`src/rtl/pc_sequencer.sv`:
```
`default_nettype none
// ============================================================================
// Module   : pc_sequencer
// Purpose  : Registered program counter with next-PC selection (sequential,
//            branch, region jump, register jump) and a circular return stack.
// Revision : 1.0 - initial release
// ============================================================================
module pc_sequencer #(
    parameter int                ADDR_W    = 32,
    parameter int                IMM_W     = 16,
    parameter int                TGT_W     = 26,
    parameter int                RAS_DEPTH = 4,
    parameter logic [ADDR_W-1:0] RESET_PC  = '0
) (
    input  logic                         clk,
    input  logic                         rst_n,
    input  logic                         stall,
    input  logic [1:0]                   pc_mode,
    input  logic                         branch_taken,
    input  logic [IMM_W-1:0]             imm,
    input  logic [TGT_W-1:0]             target,
    input  logic [ADDR_W-1:0]            reg_addr,
    input  logic                         link,
    input  logic                         ret,
    output logic [ADDR_W-1:0]            pc,
    output logic [ADDR_W-1:0]            pc_4,
    output logic [$clog2(RAS_DEPTH):0]   ras_count,
    output logic                         ras_empty,
    output logic                         ras_full,
    output logic                         misalign
);

    localparam int                c_PTR_W = $clog2(RAS_DEPTH);
    localparam int                c_CNT_W = c_PTR_W + 1;
    localparam logic [c_CNT_W-1:0] c_DEPTH = c_CNT_W'(RAS_DEPTH);

    localparam logic [1:0] c_MODE_SEQ = 2'b00;
    localparam logic [1:0] c_MODE_BR  = 2'b01;
    localparam logic [1:0] c_MODE_JMP = 2'b10;
    localparam logic [1:0] c_MODE_JR  = 2'b11;

    logic [ADDR_W-1:0]  r_pc;
    logic [c_PTR_W-1:0] r_wp;
    logic [c_CNT_W-1:0] r_count;
    logic               r_misalign;
    logic [ADDR_W-1:0]  r_ras [RAS_DEPTH];

    logic [ADDR_W-1:0]  w_pc_4;
    logic [ADDR_W-1:0]  w_br_off;
    logic [ADDR_W-1:0]  w_jump_addr;
    logic [ADDR_W-1:0]  w_pc_next;
    logic [c_PTR_W-1:0] w_top_idx;
    logic               w_push;
    logic               w_pop;
    logic               w_misalign_next;

    assign w_pc_4    = r_pc + ADDR_W'(4);
    assign w_br_off  = {{(ADDR_W-IMM_W-2){imm[IMM_W-1]}}, imm, 2'b00};
    // wp points at the next free slot, so the top of stack sits one below it
    assign w_top_idx = r_wp - c_PTR_W'(1);

    generate
        if (ADDR_W > TGT_W + 2) begin : g_region
            assign w_jump_addr = {w_pc_4[ADDR_W-1:TGT_W+2], target, 2'b00};
        end else begin : g_no_region
            assign w_jump_addr = {target, 2'b00};
        end
    endgenerate

    always_comb begin
        w_push          = link && pc_mode[1];
        w_pop           = (pc_mode == c_MODE_JR) && ret && (r_count != '0);
        w_misalign_next = 1'b0;
        w_pc_next       = w_pc_4;
        case (pc_mode)
            c_MODE_SEQ: w_pc_next = w_pc_4;
            c_MODE_BR:  w_pc_next = branch_taken ? (w_pc_4 + w_br_off) : w_pc_4;
            c_MODE_JMP: w_pc_next = w_jump_addr;
            c_MODE_JR: begin
                if (w_pop) begin
                    w_pc_next = r_ras[w_top_idx];
                end else begin
                    w_pc_next       = {reg_addr[ADDR_W-1:2], 2'b00};
                    w_misalign_next = (reg_addr[1:0] != 2'b00);
                end
            end
            default: w_pc_next = w_pc_4;
        endcase
    end

    always_ff @(posedge clk or negedge rst_n) begin
        if (!rst_n) begin
            r_pc       <= RESET_PC;
            r_wp       <= '0;
            r_count    <= '0;
            r_misalign <= 1'b0;
        end else if (!stall) begin
            r_pc       <= w_pc_next;
            r_misalign <= w_misalign_next;
            if (w_push && !w_pop) begin
                // a push onto a full stack silently drops the oldest entry
                r_wp <= r_wp + c_PTR_W'(1);
                if (r_count != c_DEPTH) begin
                    r_count <= r_count + c_CNT_W'(1);
                end
            end else if (w_pop && !w_push) begin
                r_wp    <= w_top_idx;
                r_count <= r_count - c_CNT_W'(1);
            end
        end
    end

    // Stack storage carries no reset; pointers alone define validity
    always_ff @(posedge clk) begin
        if (rst_n && !stall && w_push) begin
            if (w_pop) begin
                r_ras[w_top_idx] <= w_pc_4;
            end else begin
                r_ras[r_wp] <= w_pc_4;
            end
        end
    end

    assign pc        = r_pc;
    assign pc_4      = w_pc_4;
    assign ras_count = r_count;
    assign ras_empty = (r_count == '0);
    assign ras_full  = (r_count == c_DEPTH);
    assign misalign  = r_misalign;

endmodule
`default_nettype wire

```
`config.mk`:
```
export PLATFORM = sky130hd
export DESIGN_NAME = pc_sequencer
export DESIGN_NICKNAME = d
export VERILOG_FILES = /design/src/rtl/pc_sequencer.sv
export SDC_FILE = /design/constraint.sdc
export NUM_CORES = 1
export LEC_CHECK = 0
export ABC_AREA = 0
export BUFFER_PORTS_ARGS = -buffer_cell sky130_fd_sc_hd__buf_2
export CORE_AREA = 2 2 144 146
export DETAILED_ROUTE_END_ITERATION = 16
export DIE_AREA = 0 0 146 148
export PLACE_DENSITY_LB_ADDON = 0.3
export SLEW_MARGIN = 15
export SYNTH_ARGS = -nofsm -noshare
export SYNTH_HDL_FRONTEND = slang
export SYNTH_SLANG_ARGS = --single-unit
```
`constraint.sdc`:
```
create_clock -name clk -period 7.4 [get_ports clk]
set_clock_uncertainty 0.1 [all_clocks]
set_input_delay 1.11 -clock clk [delete_from_list [all_inputs] [get_ports clk]]
set_output_delay 1.11 -clock clk [all_outputs]
set_load 0.02 [all_outputs]
```
==> flow_summary.ini <==
[worst_hold_path]
holdCritPathClass = reg -> reg
min_to = ras_count[2]
min_path_cells = 1
hold_start = ras_count[2]

[timing]
max_freq_ghz = 0.192
final.setup.tns_ps = 0
relSlewSlack_pct = 28.7
final_hold_viol_count = 0
min_period_ps = 5200
final.setup.worst_slack_ps = 2200
hold_ws_ps = 413
final.period_utilization_pct = 70.3
rsz0062_at_grt = false
drv_slew = 0
tightest_slew_ps = 1060
setup_violations = 0

[worst_setup_path]
slowest_delay_ps = 770
timing.rr.end = pc[26]
critPathSlowestCell = nor4_1
critPathCaptureType = flop
worstRegToRegCells = 15
worstPathRequired_ps = 7620
cp_top_family = simple AND/OR/NAND/NOR gates
cp.arrival_ps = 5420
path_buf_inv = 0
critPathMaxFanout = 9
crit_chain = nand2_1 > nor4_1 > nand2_1 > nor2_1 > xor2_1 > ha_1 > and4_1 > o21ai_0 > a31oi_1 > nor3_1 > o21ai_0 > a31oi_1 > o31ai_1 > a21oi_1 > a221oi_1
setup.worst_path.start_class = flop
rrSetupSlack_ps = 2200
reg2reg_from = pc[2]
crit_type = reg -> reg

[floorplan]
start_util_pct = 47.5
dieArea_mm2 = 0.0216
ios = 152
core_mm2 = 0.0200
placement_rows = 52
fp.dieW_um = 146
dieHeight_um = 148

[place]
dp_slack_ps = 2380
io_buffers = 151
place_congestion = 0.931
dp_cells = 1236
hpwl_um = 19300

[routing]
first_iter_violations = 572
routed_wl_um = 27900
wl_met1_um = 11600
met3WireLength_um = 2480
viasPerCell = 6.08
vias = 7711
dr.pass1.iters = 5
detailroute.wirelength.met2_um = 13200
top_layer = met4
drc = 0
routedWlPerCell_um = 22.0
ant_nets = 0

[finish]
insertedDiodeCount = 0
instances_no_fill = 1268
layout.area.seq_mm2 = 0.00480
syn2layout_area_growth_pct = 17.7
nFillCells = 1705
drive_gt1_share_pct = 24.1
fin_nets = 1103
multi_input_area_mm2 = 0.00446

[clock_tree]
cts_tree = yes
post_cts_buffers = 0
clockRootBuffer = clkbuf_16
clkLatencyLatePin_ps = 430
cts_sinks = 166
cts_resized = 0
htreeDepth = 4
holdBufCountCts = 0
cts.clk_slew.worst_paths_ps = 70
cts.path.max_buffers = 2
numCtsBuffers = 17

[synth]
synth-edff-count = 128
syn_nets = 958
syn_area_mm2 = 0.00952
yosysTopAreaCell = edfxtp_1
avgSynthCellArea_um2 = 11.3
synth_flop_cell = edfxtp_1
ys_seq_area_share_pct = 50.4
synth_top_area_share_pct = 40.4
synthArstFlopShare_pct = 22.9
synth_warnings = 0
synth_common_cells = edfxtp_1 (128), nand2_1 (87), a21oi_1 (73)
synth-seq-cells = 166
synth_most_common_cell = edfxtp_1
synth.distinct_cells = 67
syn_inst = 841
yosys-top-cells-area = edfxtp_1 (40%), dfrtp_1 (10%), mux4_2 (7.6%)

[power]
powerDensity_mw_per_mm2 = 317
ir_drop_v = 0.000177
p_leak_nw = 4.37
total_power_mw = 3.55

[global_route]
grt_pass1_wl_um = 42800
grt_pass1_vias = 7426
gr-usage-all-layers_pct = 26.1
antenna_found_initial = 0
grt_overflow_total = 0
grt_max_degree = 61

[flow_run]
maxCapViolations = 0

[outcome]
status = completed
registers in the layout (all words and copies together) (netlist names):
register	flops
pc	32
r_ras	128
ras_count	3
r_wp	2
misalign	1
through the flow:
| stage | area [um^2] | utilization, % |
|---|---|---|
| floorplan | 9520 | - |
| global placement | 10600 | 52.8 |
| detailed placement | 10600 | 52.8 |
| CTS | 11200 | 55.8 |
| global route | 11200 | 55.9 |
| finish | 11200 | 55.9 |
metal layers:
metal / global-route usage, % / vias up
met2: 42.6 / 380
met1: 35.3 / 3784
met3: 6.08 / 53
li1: - / 3494
met5: 0 / -
met4: 7.28 / 0
cells in the final DEF, fill, tap and decap left out, drive strengths merged, types with 8 or more instances in the layout:
cell      n
buf     166
edfxtp  128
nand2    87
a21oi    73
o21ai    57
nor2     42
dfrtp    38
xnor2    36
inv      34
ha       33
mux4     32
nand3    28
mux2i    19
clkbuf   19
nor3     17
a221oi   17
xor2     16
a21o     13
and3     10
or3       8
a31oi     8
nand4     8
layout make-up:
type                            count  share of cell area [%]
Clock buffer                       19                    3.95
Clock inverter                     12                    1.36
Tap cell                          270                    3.01
Timing Repair Buffer              166                    7.93
Inverter                           34                    1.14
Sequential cell                   166                    42.8
Multi-Input combinational cell    601                    39.8
worst register-to-register path, delay by kind of cell (launching register included):
| family | cells | cell delay, ps |
|---|---|---|
| simple gates | 6 | 1830 |
| compound gates | 7 | 1740 |
| flops | 1 | 580 |
| xor+xnor | 1 | 480 |
| fa+ha+maj | 1 | 350 |
report_power, final:
| part | switching (mW) | total (mW) | internal (mW) |
|---|---|---|---|
| clock | 0.373 | 0.911 | 0.538 |
| combinational | 0.861 | 1.42 | 0.554 |
| sequential | 0.0901 | 1.22 | 1.13 |
| total | 1.32 | 3.55 | 2.23 |
logic make-up after synthesis:
kind of cell | share of synthesized area [%]
flip-flops | 50.4
multiplexers | 9.68
adder cells (fa/ha/maj) | 4.76
buffers and inverters | 3.10
XOR/XNOR | 4.98
AO/OA/AOI/OAI | 15.2
AND/OR/NAND/NOR | 12.0
how the worst max path moves through the flow:
stage / startpoint / to / slack [ps] / cells after the start
finish: pc[2] / pc[26] / 2200 / 15
global route: pc[2] / pc[27] / 1850 / 15
CTS: pc[2] / pc[29] / 2300 / 15
detailed placement: pc[2] / pc[29] / 2380 / 15
global placement: pc[2] / pc[29] / 2380 / 15
floorplan: pc_mode[1] / r_ras[0][0] / 2480 / 5
Power figures use the tool's default switching activity.
